## config.mk

```make
export PLATFORM = sky130hd
export DESIGN_NAME = game_timer
export DESIGN_NICKNAME = d
export VERILOG_FILES = /design/src/rtl/game_timer.sv
export SDC_FILE = /design/constraint.sdc
export NUM_CORES = 1
export LEC_CHECK = 0
export ABC_AREA = 1
export BUFFER_PORTS_ARGS = -buffer_cell sky130_fd_sc_hd__buf_2
export CORE_MARGIN = 3
export CORE_UTILIZATION = 35
export CTS_CLUSTER_SIZE = 28
export DETAILED_ROUTE_END_ITERATION = 10
export PLACE_DENSITY = 0.63
export SLEW_MARGIN = 30
export SYNTH_ARGS = -nofsm -noshare
export SYNTH_HDL_FRONTEND = slang
export SYNTH_SLANG_ARGS = --single-unit
```

## constraint.sdc

```tcl
create_clock -name clk -period 3.3 [get_ports clk]
set_input_delay 0.165 -clock clk [delete_from_list [all_inputs] [get_ports clk]]
set_output_delay 0.165 -clock clk [all_outputs]
set_load 0.05 [all_outputs]
```

## src/rtl/game_timer.sv

```systemverilog
// Minutes:seconds game timer with count-up (saturating) and count-down (expiring) modes.
// Optional best-time record is compiled in when GAME_TIMER_BEST_EN is defined.
`timescale 1ns/1ps

module game_timer #(
    parameter int CLK_FREQ    = 65000000,
    parameter int MIN_WIDTH   = 6,
    parameter int MAX_MINUTES = 59
) (
    input  logic                 clk,
    input  logic                 rst,
    input  logic                 start,
    input  logic                 pause,
    input  logic                 stop,
    input  logic                 mode_down,
    input  logic [MIN_WIDTH-1:0] preset_min,
    input  logic [5:0]           preset_sec,
    output logic [MIN_WIDTH-1:0] minutes,
    output logic [5:0]           seconds,
    output logic                 running,
    output logic                 expired
`ifdef GAME_TIMER_BEST_EN
    ,
    output logic [MIN_WIDTH-1:0] best_minutes,
    output logic [5:0]           best_seconds,
    output logic                 best_valid
`endif
);

    localparam int                   PS_W    = (CLK_FREQ > 1) ? $clog2(CLK_FREQ) : 1;
    localparam logic [PS_W-1:0]      PS_LAST = PS_W'(CLK_FREQ - 1);
    localparam logic [MIN_WIDTH-1:0] MAX_MIN = MIN_WIDTH'(MAX_MINUTES);
    localparam logic [5:0]           SEC_MAX = 6'd59;

    typedef enum logic [1:0] {
        IDLE   = 2'd0,
        RUN    = 2'd1,
        PAUSED = 2'd2,
        DONE   = 2'd3
    } state_t;

    state_t               state_reg;
    logic [MIN_WIDTH-1:0] min_reg;
    logic [5:0]           sec_reg;
    logic [PS_W-1:0]      ps_reg;
    logic                 mode_reg;
    logic                 running_reg;
    logic                 expired_reg;

    logic [MIN_WIDTH-1:0] load_min_next;
    logic [5:0]           load_sec_next;
    logic                 load_zero;
    logic [MIN_WIDTH-1:0] count_min_next;
    logic [5:0]           count_sec_next;
    logic                 count_zero_next;

    // Load value: 0:00 when counting up, clamped preset when counting down.
    always_comb begin
        load_min_next = '0;
        load_sec_next = '0;
        if (mode_down) begin
            load_min_next = (preset_min > MAX_MIN) ? MAX_MIN : preset_min;
            load_sec_next = (preset_sec > SEC_MAX) ? SEC_MAX : preset_sec;
        end
    end

    assign load_zero = (load_min_next == '0) && (load_sec_next == '0);

    // Value the counter takes on the next tick, in the latched direction.
    always_comb begin
        count_min_next = min_reg;
        count_sec_next = sec_reg;
        if (mode_reg) begin
            if (sec_reg == '0) begin
                count_sec_next = SEC_MAX;
                count_min_next = min_reg - 1'b1;
            end else begin
                count_sec_next = sec_reg - 6'd1;
            end
        end else begin
            if (sec_reg == SEC_MAX) begin
                // At MAX_MINUTES:59 the count simply holds.
                if (min_reg != MAX_MIN) begin
                    count_min_next = min_reg + 1'b1;
                    count_sec_next = '0;
                end
            end else begin
                count_sec_next = sec_reg + 6'd1;
            end
        end
    end

    assign count_zero_next = (count_min_next == '0) && (count_sec_next == '0);

    always_ff @(posedge clk) begin
        if (rst) begin
            state_reg   <= IDLE;
            min_reg     <= '0;
            sec_reg     <= '0;
            ps_reg      <= '0;
            mode_reg    <= 1'b0;
            running_reg <= 1'b0;
            expired_reg <= 1'b0;
        end else begin
            expired_reg <= 1'b0;
            if (start) begin
                min_reg  <= load_min_next;
                sec_reg  <= load_sec_next;
                mode_reg <= mode_down;
                ps_reg   <= '0;
                if (mode_down && load_zero) begin
                    // Nothing to count: finish immediately and flag expiry.
                    state_reg   <= DONE;
                    running_reg <= 1'b0;
                    expired_reg <= 1'b1;
                end else begin
                    state_reg   <= RUN;
                    running_reg <= 1'b1;
                end
            end else begin
                case (state_reg)
                    RUN: begin
                        if (stop) begin
                            state_reg   <= DONE;
                            running_reg <= 1'b0;
                        end else if (pause) begin
                            state_reg   <= PAUSED;
                            running_reg <= 1'b0;
                        end else if (ps_reg == PS_LAST) begin
                            ps_reg  <= '0;
                            min_reg <= count_min_next;
                            sec_reg <= count_sec_next;
                            if (mode_reg && count_zero_next) begin
                                state_reg   <= DONE;
                                running_reg <= 1'b0;
                                expired_reg <= 1'b1;
                            end
                        end else begin
                            ps_reg <= ps_reg + 1'b1;
                        end
                    end
                    PAUSED: begin
                        if (stop) begin
                            state_reg   <= DONE;
                            running_reg <= 1'b0;
                        end else if (!pause) begin
                            state_reg   <= RUN;
                            running_reg <= 1'b1;
                        end
                    end
                    default: ;
                endcase
            end
        end
    end

    assign minutes = min_reg;
    assign seconds = sec_reg;
    assign running = running_reg;
    assign expired = expired_reg;

`ifdef GAME_TIMER_BEST_EN
    logic [MIN_WIDTH-1:0] best_min_reg;
    logic [5:0]           best_sec_reg;
    logic                 best_valid_reg;
    logic                 stop_commit;
    logic                 best_improved;

    // A stop that actually ends a count-up run; start always overrides stop.
    assign stop_commit   = !start && stop && !mode_reg &&
                           ((state_reg == RUN) || (state_reg == PAUSED));
    // Seconds never exceed 59, so concatenated fields compare as a total time.
    assign best_improved = !best_valid_reg ||
                           ({min_reg, sec_reg} < {best_min_reg, best_sec_reg});

    always_ff @(posedge clk) begin
        if (rst) begin
            best_min_reg   <= '0;
            best_sec_reg   <= '0;
            best_valid_reg <= 1'b0;
        end else if (stop_commit && best_improved) begin
            best_min_reg   <= min_reg;
            best_sec_reg   <= sec_reg;
            best_valid_reg <= 1'b1;
        end
    end

    assign best_minutes = best_min_reg;
    assign best_seconds = best_sec_reg;
    assign best_valid   = best_valid_reg;
`endif

endmodule

```

* After elaboration in Yosys (flattened, before gate mapping)
Cells that the tools add are included.
Word-level totals: register bits 43, input port bits 18
Cells by class: add/subtract/negate cells 5, magnitude comparators 2, equal/unequal tests 10, mux-type cells 48, bitwise gates (word level) 2, reductions and logical operators 16
Operators by type and width (number):
- $mux W6 | 22
- $logic_not A6 Y1 | 5
- $add A26 B1 Y26 const B | 1
- $eq A26 B26 Y1 const B | 1
- $mux W26 | 1
- $mux W2 | 8
- $mux W1 | 15
- $add A6 B1 Y6 const B | 2
- $gt A6 B6 Y1 const B | 2
- $sub A6 B1 Y6 const B | 2
- $ne A5 B5 Y1 const B | 2
- $reduce_and A4 Y1 | 2
- $eq A6 B6 Y1 const B | 1
- $ne A6 B6 Y1 const B | 1
- $logic_and A1 B1 Y1 | 4
- $ne A2 B2 Y1 const B | 2
- $ne A4 B4 Y1 const B | 1
- $pmux W2 S2 | 1
- $reduce_bool A2 Y1 | 2
- $reduce_and A3 Y1 | 1
- $reduce_bool A3 Y1 | 1
- $eq A2 B1 Y1 const B | 1
- $eq A2 B2 Y1 const B | 1
- $not A1 Y1 | 2
- other kinds (2) | 2

* Logic depth before layout (Yosys ltp)
Gate-level depths: netlist of the first run.
depth in word-level cells 13, mapped depth 17, depth with buffers taken out 17

* Worst setup path before layout of the first run
OpenSTA, ideal clock, no wires.
path type register -> register, from reg sec_reg[1] (netlist: seconds[1]), to reg running_reg (netlist: running), data arrival time 2171 ps, setup slack 999 ps, cell stages (with the launch flop) 17, buffers on the path 0, path through dfxtp_1 > ha_1 > nand2_1 > nor2_8 > nand2_4 > nand2_2 > nand2_1 > nand2_1 > nand2_1 > inv_1 > nand2_1 > nor2_2 > nand3_2 > nand2_4 > nand2_1 > nand2_1 > a21oi_2
On the way: longest elaborated chain between the ends 8, elaborated cells on any way between the ends 17, those cells by class 2 x add/sub; 2 x eq/ne; 7 x mux; 6 x reduce/logical
Ends and longest elaborated chain:
- start: declaration | RTL line 44 | logic [5:0] sec_reg;
- start signal: assignment | RTL line 108 | sec_reg <= load_sec_next;
- start signal: assignment | RTL line 132 | sec_reg <= count_sec_next;
- $add A6 B1 Y6 (tied with other cells) | RTL line 88 | count_sec_next = sec_reg + 6'd1;
- $mux W6, on equally long branches | RTL line 81, 74
- $mux W6 | RTL line 73 | if (mode_reg) begin
- $logic_not A6 Y1 | RTL line 93 | assign count_zero_next = (count_min_next == '0) && (count_sec_next == '0);
- $logic_and A1 B1 Y1 (*) | RTL line 93
- $logic_and A1 B1 Y1 (*) | RTL line 133 | if (mode_reg && count_zero_next) begin
- $ne A5 B5 Y1 (no line) (*)
- $reduce_and A4 Y1 (no line) (*)
- end signal: assignment | RTL line 102 | running_reg <= 1'b0;
- end signal: assignment | RTL line 135 | running_reg <= 1'b0;
- end signal: assignment | RTL line 145 | running_reg <= 1'b0;
- end: declaration | RTL line 47 | logic running_reg;
Mark *: on every way between the ends. The rest lies on a longest branch, timed or not. A chain may end at the register's enable or synchronous reset.

* Worst setup path after layout of the first run
from reg sec_reg[1] (netlist: seconds[1]), to reg state_reg[1]
On the way: longest elaborated chain between the ends 8, elaborated cells on any way between the ends 17, those cells by class 2 x add/sub; 2 x eq/ne; 7 x mux; 6 x reduce/logical
Ends and longest elaborated chain:
- $add A6 B1 Y6 (tied with other cells) | RTL line 88
- $mux W6, on equally long branches | RTL line 81, 74
- $mux W6 | RTL line 73
- $logic_not A6 Y1 | RTL line 93
- $logic_and A1 B1 Y1 (*) | RTL line 93
- $logic_and A1 B1 Y1 (*) | RTL line 133
- $ne A5 B5 Y1 (no line) (*)
- $reduce_and A4 Y1 (no line) (*)
- end signal: assignment | RTL line 97 | state_reg <= IDLE;
- end signal: assignment | RTL line 134 | state_reg <= DONE;
- end signal: assignment | RTL line 144 | state_reg <= DONE;
- end: declaration | RTL line 42 | state_t state_reg;
Marked as above.

==> results of run 1 <==
-- cell type report --
cell class | count | area [µm²]
Fill cell | 913 | 4940
Multi-Input combinational cell | 366 | 1880
Sequential cell | 43 | 861
Inverter | 65 | 244
Timing Repair Buffer | 32 | 163
Tap cell | 105 | 131
Clock buffer | 6 | 82.6
Clock inverter | 2 | 35.0
-- logic make-up (layout without fill, tap and decap cells) --
kind of cell,Yosys count,after routing
buffers and inverters,78,105
adder cells (fa/ha/maj),5,5
AO/OA/AOI/OAI,71,71
flip-flops,43,43
XOR/XNOR,7,7
AND/OR/NAND/NOR,283,283
-- synthesized netlist by cell type, types with 6 or more instances --
library cell	number
sky130_fd_sc_hd__nand2_1	111
sky130_fd_sc_hd__xor2_1	6
sky130_fd_sc_hd__o22ai_1	6
sky130_fd_sc_hd__o21ai_0	14
sky130_fd_sc_hd__nor2_2	8
sky130_fd_sc_hd__nand4_1	15
sky130_fd_sc_hd__nand3_1	41
sky130_fd_sc_hd__nor3_1	16
sky130_fd_sc_hd__nand2_2	7
sky130_fd_sc_hd__clkbuf_1	6
sky130_fd_sc_hd__a21oi_1	31
sky130_fd_sc_hd__nor2_1	61
sky130_fd_sc_hd__nor4_1	6
sky130_fd_sc_hd__inv_1	62
sky130_fd_sc_hd__dfxtp_1	43
-- critical path: cells and delay by family (launching register included) --
kind | cells | cell delay [ps]
and+or+nand+nor | 13 | 1380
adders and majority gates | 1 | 280
DFF | 1 | 490
-- per-stage QoR --
step | total power [mW] | instance area (µm²) | setup WS (ps) | cells
6_report | 1.20 | 3400 | 1060 | 619
5_1_grt | 1.27 | 3400 | 780 | 619
4_1_cts | 1.21 | 3400 | 1050 | 619
3_5_place_dp | 0.776 | 3280 | 1070 | 611
3_3_place_gp | 0.772 | 3280 | 1090 | 611
2_1_floorplan | 0.721 | 3050 | 999 | 487
-- final timing paths --
kind | startpoint | end | slack (ps) | depth (start not counted)
max | seconds[1] | state_reg[1] | 1060 | 14
min reg2reg | running | running | 470 | 2
min | preset_sec[3] | seconds[3] | 210 | 3
max reg2reg | seconds[1] | state_reg[1] | 1060 | 14
-- power breakdown --
part	internal, mW	switching (mW)
clock	0.245	0.191
sequential	0.531	0.0207
combinational	0.0667	0.148
-- layer usage --
metal | GRT usage [%] | vias to the layer above | wire (µm)
li1 | - | 1658 | -
met1 | 24.5 | 1508 | 4080
met2 | 27.3 | 80 | 3760
met3 | 3.86 | 9 | 487
met4 | 3.78 | 0 | 65
met5 | 0 | - | 0
==> summary by stage, run 1 <==
Clock network
The number of cells upsized or downsized after cts is 0. After clock tree synthesis, the clock-pin slew on the worst setup and hold paths is 90 ps. The root cell of the clock tree is sky130_fd_sc_hd__clkbuf_8.

For this design, the sink count on the clock tree is 43. The number of hold buffers added after CTS was 0. TritonCTS built the clock tree. The number of setup buffers added after CTS is 0. The latest clock arrival within the worst-skew pair is 300 ps.

The maximum root-to-sink buffer count is 2. The number of buffers added by the clock tree synthesis step is 5. The H-tree was split into 2 levels.

Yosys
In this run, synthesis produced a sequential element count of 43. The top flip-flop cell by instance count after synthesis is sky130_fd_sc_hd__dfxtp_1. The count of unique library cells instantiated by Yosys is 42.

The cell type contributing the most total cell area after synthesis is sky130_fd_sc_hd__dfxtp_1. The post-synthesis instance total is 487. The cell area that synthesis handed to floorplanning was 0.00305 mm². The post-synthesis average cell area is 6.27 µm².

After synthesis, the cell types taking the most area are sky130_fd_sc_hd__dfxtp_1, sky130_fd_sc_hd__nand2_1, sky130_fd_sc_hd__inv_1. The number of enable-type register cells in the synthesized netlist is 0. The share of the Yosys chip area taken by registers is 28.2%. The total nets after synthesis is 510. The simple-gate share of the synthesized area is 44.1%. Of all flip-flops after synthesis, the portion carrying an async set or reset was 0%. The synthesized netlist devotes 2.05% of its cell area to adder and majority cells. The fraction of synthesized cell area in xor and xnor cells is 2.01%. In the synthesized netlist, mux cells make up 0% of the area. After synthesis, the largest family of logic cells by area is simple AND/OR/NAND/NOR gates. The compound-gate portion of the synthesized area is 13.4%. The count of warnings emitted by yosys is 0.

The synthesized design devotes to its leading area cell type 28.2% of total area.

STA
The clock period could shrink to 2240 ps. For this run, the top clock speed supported by timing is 0.446 GHz. In the finished design, the share of the clock period the worst path needs comes to 68.0%. After routing, the total negative slack on setup checks comes to 0 ps. At the pin with the least slew margin, the transition time is 591 ps. The worst relative slew slack is 60.5%.

The final hold violation count is 0. The count of final max-slew check failures is 0. Between clock sinks in the finished design, the worst skew comes to 10.7 ps.

Setup violations remaining at the end of the flow were counted as 0. Setup repair after global routing left no endpoint under its margin. The hold slack is 211 ps.

Critical path
The critical-path maximum fanout is 10. The arrival time of data at the critical path endpoint is 2450 ps. Traced cell by cell, the critical path runs through ha_1, nand2_1, nor2_8, nand2_4, nand3_1, nand2_1, nor2_1, nand2_1, nor2_2, nand3_2, nand2_4, nand3_2, nand2_1, nor2_1. The worst setup path is captured at a register.

The slowest stage of the critical path is the sky130_fd_sc_hd__dfxtp_1 cell. By startpoint and endpoint, the worst setup path is classified as reg -> reg. The cell repeated most along the worst path is sky130_fd_sc_hd__nand2_1. The critical path required time is 3500 ps. In this design, the stage delay of the slowest critical-path cell is 490 ps. The kind of start point of the critical path is a register.

Layout
The final cell utilization of the core is 40.7%. The number of flip-flops in the largest register is 26. The post-layout net count is 536. The most common library cell in the layout ignoring fill and taps is sky130_fd_sc_hd__nand2_1. The area growth from synthesis to layout is 11.2%. In the layout the commonest cells are sky130_fd_sc_hd__nand2_1, sky130_fd_sc_hd__inv_1, sky130_fd_sc_hd__nor2_1. The number of antenna diodes in the final layout is 0.

The post-route netlist has 13.8% of its cells at a drive strength greater than 1.

Power
In this run the power density over the cells is 354 mW/mm². The leakage power total is 1.37 nW. Across the VDD grid, the largest voltage drop is 0.175 mV.

Floorplanning
The number of cell rows is 33. The floorplan step defined a die boundary enclosing 0.00988 mm². Measured along the x axis, the die boundary spans 99.4 µm. The chip height is 99.4 µm. The placeable core region is 0.00834 mm². For this design the top-level I/O count stands at 32. For this configuration, the core starts out at a cell density of 36.6%.

Drt
After detailed routing, the number of vias per cell comes to 5.26. The final layout contains routed wiring with a total length of 8.40 mm. After detailed routing, the number of remaining DRC violations is 0. After detailed routing, the average wire length per cell comes to 13.6 µm. The number of DRC violations after detailed-routing iteration 0 is 254. The detailed router placed 3255 vias in this run. The detail route stage leaves a number of antenna-violating nets equal to 0. The first TritonRoute pass finished after 7 iterations.

Placement
Once detailed placement completed, the half-perimeter wirelength came to 6.61 mm. The number of I/O port buffers is 31. At the end of routability-driven placement, the weighted congestion stood at 0.864.

Hold path
In this run the worst hold path is classified as in -> reg.

Outcome
The run finished with clean final reports.

Global routing
For this run, the total global-route usage over all layers was measured as 17.4%. The number of global-route vias before repair is 2989. The maximum number of pins on one net before global-route repair is 17. The first global-routing pass estimated 14.2 mm of wire. The overflow left after global routing is 0. The number of antenna violations at the first check in global routing is 0.

Flow run
Max-cap violations in this run came to 0.
No activity file was read; power rests on OpenSTA's default activity.
==> run 2, diff against run 1 <==
--- a/config.mk
+++ b/config.mk
@@ -5,7 +5,7 @@
 export SDC_FILE = /design/constraint.sdc
 export NUM_CORES = 1
 export LEC_CHECK = 0
-export ABC_AREA = 1
+export ABC_AREA = 0
 export BUFFER_PORTS_ARGS = -buffer_cell sky130_fd_sc_hd__buf_2
 export CORE_MARGIN = 3
 export CORE_UTILIZATION = 35
==> constraint.sdc (replaced) <==
create_clock -name clk -period 2.3 [get_ports clk]
set_input_delay 0.115 -clock clk [delete_from_list [all_inputs] [get_ports clk]]
set_output_delay 0.115 -clock clk [all_outputs]
set_load 0.05 [all_outputs]
==> run 2 against run 1 <==
Compared with the run above: final area is 2.4% higher; final cell count down 19%; synthesized cell count is 29% lower; die area fell by 7.6%; non-clock buffer count increased by 32; wire length shrank 12%; first-iteration DRC count shrank 49%; synthesized area shrank 8.1%; maximum frequency decreased by 1.9%; global-route usage down 1.1 points; clock skew fell by 6.7 ps; utilization is 4.1 points higher; critical endpoint is now running.
==> summary by stage, run 2 <==
Critical path
The cell family contributing the most delay on the critical path is simple AND/OR/NAND/NOR gates. The critical path required time is 2490 ps (-1010 ps). The critical-path maximum fanout came to 5 (-5). Walking the worst path, the cells encountered are and4b_4, nand2_4, or4_4, a22oi_4, nor4_4, a31oi_4, mux2_4.

The critical path class is reg -> reg. The slowest stage of the critical path belongs to the cell sky130_fd_sc_hd__or4_4. The instance count on the critical path is 7 (-7).

The arrival time of data at the critical path endpoint is 2480 ps (+30 ps). The length in cells of the worst reg-to-reg path was 7 (-7). The maximum cell stage delay along the critical path is 520 ps (+30 ps). The kind of end point of the critical path is a register.

The register-to-register setup slack is 10 ps (-1040 ps). The buffers plus inverters on the worst setup path came to 0 (unchanged). STA classifies the critical path startpoint as a register.

Layout
In the layout the commonest cells are sky130_fd_sc_hd__nor2_1, sky130_fd_sc_hd__nand2_1, sky130_fd_sc_hd__buf_4. The cell area after layout is 0.00348 mm² (+2.4%). The layout cell share with drive strength beyond 1 is 28.9% (+15 points). The number of flip-flops in the largest register came to 26 (unchanged). The diode insertion count for antenna repair is 0 (unchanged).

The fill cell instance count of the final layout is 775 (-15%). The growth of design area from synthesis to finish is 24.0%. The most common library cell in the layout ignoring fill and taps is sky130_fd_sc_hd__nor2_1.

The post-layout net count is 420 (-22%).

Drt
The wire length reported by the detailed router is 7.38 mm (-12%). The post-detailed-route via-to-cell ratio is 5.38 (+2.3%). The number of DRC violations after detailed-routing iteration 0 is 129 (-49%). The routed length per placed instance is 14.8 µm (+8.9%). The total via count in the routed design is 2691 (-17%). The number of DRC violations after detailed routing came to 0 (unchanged).

The antenna violation net count after detailed routing is 0 (unchanged). The first-pass iteration count of the detailed router came to 4 (-3).

Global routing
The wire length of the first global-routing pass is 12.0 mm (-15%). The overflow left after global routing is 0 (unchanged). The number of antenna violations at the first check in global routing came to 0 (unchanged). The number of global-route vias before repair is 2512 (-16%). The global router's overall resource usage was 16.3% (-1.1 points). The maximum number of pins on one net before global-route repair is 20 (+3).

Flow run
The count of max-cap constraint violations is 0 (unchanged).

Yosys
The total nets after synthesis is 368 (-28%). The post-synthesis average cell area was 8.13 µm² (+30%). sky130_fd_sc_hd__nor2_1 is the most common cell in the netlist. The number of enable-type register cells in the synthesized netlist was 0 (unchanged).

The top flip-flop cell by instance count after synthesis is sky130_fd_sc_hd__dfxtp_1. By count the netlist is led by sky130_fd_sc_hd__nor2_1, sky130_fd_sc_hd__dfxtp_1, sky130_fd_sc_hd__nand2_1. The fraction of post-synthesis cell area in the top cell type by area is 30.7% (+2.5 points). The part of the Yosys area used for sequential elements is 30.7% (+2.5 points). The total of flip-flops plus latches after synthesis is 43 (unchanged). The count of unique library cells instantiated by Yosys is 68 (+62%). By area the synthesized netlist is led by sky130_fd_sc_hd__dfxtp_1, sky130_fd_sc_hd__xor2_1, sky130_fd_sc_hd__nor2_1. The post-synthesis instance total is 345 (-29%).

The biggest area contributor in the post-synthesis netlist is sky130_fd_sc_hd__dfxtp_1. The summed instance area of the synthesized netlist is 0.00281 mm² (-8.1%). The count of warnings emitted by yosys is 0 (unchanged). The fraction of synthesis flops using an asynchronous set or reset pin is 0% (unchanged).

STA
The highest achievable clock rate is 0.437 GHz (-1.9%). The final hold violation count is 0 (unchanged). The worst relative slew slack came to 69.5% (+8.9 points). The final count of negative-setup-slack endpoints is 0 (unchanged).

Setup repair after global routing could not meet its margin everywhere. The final critical-path share of the clock period is 99.4% (+31 points). The time the worst path needs with I/O delays and setup is 2290 ps (+42.8 ps). The count of final max-slew check failures is 0 (unchanged). The slew at the pin with the worst max-slew slack was 456 ps (-135 ps). The final clock skew came to 4.03 ps (-6.71 ps).

Floorplanning
The chip height is 95.5 µm (-3.9%). The number of cell rows is 32 (-3.0%). The initial standard-cell utilization of the core was 36.1% (-0.49 points). The placeable core region is 0.00777 mm² (-6.9%).

The width of the die is 95.5 µm (-3.9%). The area of the die came to 0.00913 mm² (-7.6%). The top-level port count is 32 (unchanged).

Clock network
TritonCTS built the clock tree. The root cell of the clock tree is sky130_fd_sc_hd__clkbuf_8. The maximum root-to-sink buffer count is 2 (unchanged). The number of buffers added by the clock tree synthesis step is 5 (unchanged). The hold buffer count at cts is 0 (unchanged).

The latest clock arrival within the worst-skew pair came to 290 ps (about the same). The clock sink count came to 43 (unchanged). The level count of the clock H-tree was 2 (unchanged). The post-CTS clock slew at the launch and capture registers of the worst setup and hold paths was 80 ps (about the same).

Hold path
The cell depth of the worst min-delay path is 3 (unchanged). The path class of the tightest hold or removal check is in -> reg.

Power
The maximum vdd drop is 0.317 mV (+81%). The leakage power total is 1.35 nW (-1.4%). The overall power after layout is 1.65 mW (+38%). The areal power density over the cells is 475 mW/mm² (+34%).

Placement
The weighted congestion reported at the end of routability-driven placement came to 0.895 (+3.6%). The number of I/O port buffers is 31 (unchanged). The cell area reported after detailed placement is 0.00324 mm² (-1.3%). The post-detailed-placement half-perimeter wirelength is 5.38 mm (-19%).

Outcome
The run finished with clean final reports.
run 2: cell families after synthesis:
group | count (synthesis) | synth area share [%]
xor gates and xnor gates | 32 | 9.99
DFF | 43 | 30.7
adders and majority gates | 5 | 2.23
AOI/OAI and AO/OA | 57 | 15.0
and+or+nand+nor | 176 | 35.6
muxes | 6 | 2.45
buffers and inverters | 26 | 4.01
run 2: power breakdown:
part / total (mW) / internal (mW) / switching (mW) / leakage [nW]
Combinational: 0.342 / 0.141 / 0.202 / 0.946
Clock: 0.528 / 0.274 / 0.254 / 0.0515
Sequential: 0.784 / 0.762 / 0.0222 / 0.354
Total: 1.65 / 1.18 / 0.478 / 1.35
run 2: area by class of cell:
class	count	area (µm²)	share of cell area, %
clock buffer	8	100	2.88
timing repair buffer	64	415	11.9
inverter	7	31.3	0.899
sequential	43	881	25.3
tap	102	128	3.67
multi-input combinational	276	1920	55.3
run 2: worst paths after layout:
check                startpoint          to
setup / recovery     seconds[2]     running
hold / removal    preset_sec[2]  seconds[2]
setup reg to reg     seconds[2]     running
hold reg to reg      ps_reg[24]  ps_reg[24]
run 2: repair_timing:
item | 4_1_cts | 5_1_grt
setup buffers | 3 | 4
gates resized for setup | 9 | 12
pin swaps | 6 | 8
setup endpoints to repair | 3 | 6
run 2: tightest hold or removal path, cell delays in order:
cell                      delay, ps
sky130_fd_sc_hd__buf_2          110
sky130_fd_sc_hd__nand3_1         60
sky130_fd_sc_hd__a21oi_1         60
run 2: stage by stage:
step / setup slack (ps) / TNS, ps / instances / util, % / hold WS, ps
after detailed placement: -86.0 / -124 / 486 / 41.7 / 400
final: 13.4 / 0 / 500 / 44.8 / 83.7
after global routing: -68.0 / -97.6 / 500 / 44.8 / 105
after CTS: 11.3 / 0 / 496 / 43.6 / 79.8
after global placement: -27.3 / -27.3 / 486 / 41.7 / 391
after floorplan: 4.21 / 0 / 345 / - / 253
run 2: layer usage:
metal / wire [µm] / vias to the layer above / part of all wire [%] / GRT usage [%]
met5: 0 / - / 0 / 0
li1: - / 1336 / - / -
met2: 3590 / 58 / 49 / 27.4
met1: 3420 / 1284 / 46 / 21.2
met4: 123 / 0 / 1.7 / 4.98
met3: 256 / 13 / 3.5 / 2.60
==> run 3, diff against run 2 <==
--- a/config.mk
+++ b/config.mk
@@ -11,7 +11,9 @@
 export CORE_UTILIZATION = 35
 export CTS_CLUSTER_SIZE = 28
 export DETAILED_ROUTE_END_ITERATION = 10
+export GPL_TIMING_DRIVEN = 0
 export PLACE_DENSITY = 0.63
+export SKIP_LAST_GASP = 1
 export SLEW_MARGIN = 30
 export SYNTH_ARGS = -nofsm -noshare
 export SYNTH_HDL_FRONTEND = slang
==> run 3 against run 2 <==
Compared with the run above: die area did not move; sequential power about the same; global-route usage fell by 0.64 points; maximum frequency decreased by 2.6%; flip-flop and latch count is the same; utilization shrank 0.52 points; via count shrank 0.74%; the run now ends with negative setup slack left; worst setup slack worse by 60 ps.
==> summary by stage, run 3 (synthesis gave the netlist of run 2 again) <==
Hold path
The cell depth of the worst min-delay path is 3 (unchanged). The min-delay analysis places its worst path in the category in -> reg.

Clock network
The maximum root-to-sink buffer count is 2 (unchanged). The TritonCTS clock tree is done. The post-CTS clock slew at the launch and capture registers of the worst setup and hold paths is 80 ps (about the same). The number of buffers added by the clock tree synthesis step is 5 (unchanged).

The level count of the clock H-tree was 2 (unchanged). The clock sink count was 43 (unchanged). The hold buffer count at cts is 0 (unchanged). The cell sitting at the root of the clock tree is a sky130_fd_sc_hd__clkbuf_8. The latest clock arrival within the worst-skew pair is 300 ps (about the same).

Critical path
The endpoint of the most critical setup path is running. The worst setup path is captured at a register. The critical-path maximum fanout is 7 (+2). The critical path required time came to 2490 ps (about the same). The length in cells of the worst reg-to-reg path is 9 (+2). The worst register-to-register path begins at seconds[0]. The buffers plus inverters on the worst setup path was 2 (+2). In this design, the critical path's most frequently occurring cell is sky130_fd_sc_hd__buf_4. The arrival time of data at the critical path endpoint is 2530 ps (+50 ps).

The instance count on the critical path is 9 (+2). The endpoint identified for the worst register-to-register timing path is running. The kind of start point of the critical path is a register.

Walking the worst path, the cells encountered are buf_4, buf_4, o21bai_1, a21o_1, a311oi_2, o21ai_2, nor4_4, a31oi_4, mux2_4. The maximum cell stage delay along the critical path was 380 ps (-140 ps). The category of cells accounting for the largest share of critical-path delay is compound AO/OA/AOI/OAI gates.

The critical path starts at seconds[0]. The highest-delay cell along the critical path is sky130_fd_sc_hd__dfxtp_4. The critical path class is reg -> reg.

The register-to-register setup slack is -50 ps (-60 ps).

Drt
The number of DRC violations after detailed routing is 0 (unchanged). The total via count in the routed design is 2671 (-0.74%). The routed wire length on met2 is 3.38 mm (-5.7%). The total routed wire length on the met1 layer was 3.37 mm (-1.5%).

Routed signal wires occupy layers up through met4. The number of DRC violations after detailed-routing iteration 0 was 129 (unchanged). The post-detailed-route via-to-cell ratio is 5.34 (-0.74%). The wire length on met3 is 328 µm (+28%). The antenna violation net count after detailed routing came to 0 (unchanged). The first-pass iteration count of the detailed router is 4 (unchanged). The wire length reported by the detailed router is 7.23 mm (-2.1%). The routed length per placed instance was 14.5 µm (-2.1%).

STA
The time the worst path needs with I/O delays and setup is 2350 ps (+60.1 ps). The worst relative slew slack is 69.2% (-0.26 points). The setup total negative slack is -46.7 ps (-46.7 ps). The count of final max-slew check failures was 0 (unchanged). The final count of negative-setup-slack endpoints is 1 (+1).

The slew at the pin with the worst max-slew slack is 458 ps (+1.87 ps). The final hold violation count came to 0 (unchanged). The final critical-path share of the clock period is 102% (+2.6 points). The highest achievable clock rate came to 0.426 GHz (-2.6%). Setup repair after global routing could not meet its margin everywhere.

The final clock skew is 5.37 ps (+1.34 ps). The minimum setup slack in the final design is -46.7 ps (-60.1 ps).

Floorplanning
The initial standard-cell utilization of the core is 36.1% (unchanged). The chip height came to 95.5 µm (unchanged). The top-level port count is 32 (unchanged). The width of the die is 95.5 µm (unchanged). The placeable core region is 0.00777 mm² (unchanged).

The number of cell rows came to 32 (unchanged). The area of the die is 0.00913 mm² (unchanged).

Global routing
The maximum number of pins on one net before global-route repair is 13 (-35%). The wire length of the first global-routing pass is 11.3 mm (-5.4%). The overflow left after global routing is 0 (unchanged). The global router's overall resource usage is 15.6% (-0.64 points). The number of antenna violations at the first check in global routing is 0 (unchanged). The number of global-route vias before repair is 2367 (-5.8%).

Layout
The most common library cell in the layout ignoring fill and taps is sky130_fd_sc_hd__nor2_1. The area used by multi-input combinational logic is 0.00193 mm² (+0.39%). The fill cell instance count of the final layout was 815 (+5.2%).

From synthesis to final layout, the design area changed by 22.6%. The diode insertion count for antenna repair was 0 (unchanged). The post-layout net count is 420 (unchanged).

The register area was 881 µm² (unchanged). The layout cell share with drive strength beyond 1 is 27.4% (-1.5 points). In the layout the commonest cells are sky130_fd_sc_hd__nor2_1, sky130_fd_sc_hd__buf_2, sky130_fd_sc_hd__nand2_1. The number of flip-flops in the largest register came to 26 (unchanged).

Power
The leakage power total is 1.34 nW (-0.59%). The maximum vdd drop is 0.333 mV (+5.3%). The overall power after layout is 1.64 mW (-0.64%).

The areal power density over the cells is 478 mW/mm² (+0.51%).

Flow run
The count of max-cap constraint violations is 0 (unchanged).

Placement
The post-detailed-placement half-perimeter wirelength was 5.18 mm (-3.7%). The worst setup timing slack at the placement stage is -262 ps (-176 ps). The number of I/O port buffers is 30 (-3.2%). The weighted congestion reported at the end of routability-driven placement is 0.812 (-9.3%).

Outcome
The checks that failed: negative setup slack. The flow ran to the end, but the final reports show violations.
==> run 3: power by group <==
group,switching [mW],leakage [nW],internal (mW)
sequential,0.0245,0.354,0.762
combinational,0.195,0.938,0.131
clock,0.256,0.0515,0.274
==> run 3: area by class of cell <==
class                   instances  area share (%)
plain buffers                  16            2.40
clock buffers                   8            2.91
inverters                       7           0.909
multi-input cells             276            56.2
flip-flops and latches         43            25.6
well taps                     102            3.71
repair buffers                 48            8.29
==> run 3: metal layers <==
layer / global-route usage, % / up-vias
li1: - / 1327
met1: 20.8 / 1269
met2: 24.7 / 61
met3: 3.00 / 14
met4: 6.28 / 0
met5: 0 / -
==> run 3: per-stage QoR <==
step	util [%]	instance area, µm²	std cells	hold slack (ps)
after detailed placement	40.0	3110	477	414
after global routing	44.3	3440	500	92.1
after CTS	42.5	3300	491	87.1
after floorplan	-	2830	345	253
final	44.3	3440	500	101
after global placement	40.0	3110	477	412
==> run 3: how the worst min path moves through the flow <==
stage	from	end	slack (ps)
after floorplan	mode_down	minutes[3]	250
after global placement	preset_min[4]	minutes[4]	410
after detailed placement	preset_min[4]	minutes[4]	410
after CTS	preset_min[4]	minutes[4]	90
after global routing	preset_min[4]	minutes[4]	90
final	preset_min[4]	minutes[4]	100
==> run 3: tightest hold or removal path, stage by stage <==
cell	delay (ps)
sky130_fd_sc_hd__buf_2	130
sky130_fd_sc_hd__nand2_1	60
sky130_fd_sc_hd__a211oi_1	60
==> run 3: repair_timing <==
item                       4_1_cts  5_1_grt
setup endpoints to repair       36       39
resized for setup               10       13
pin swaps                        8       13
buffers inserted                 7       11
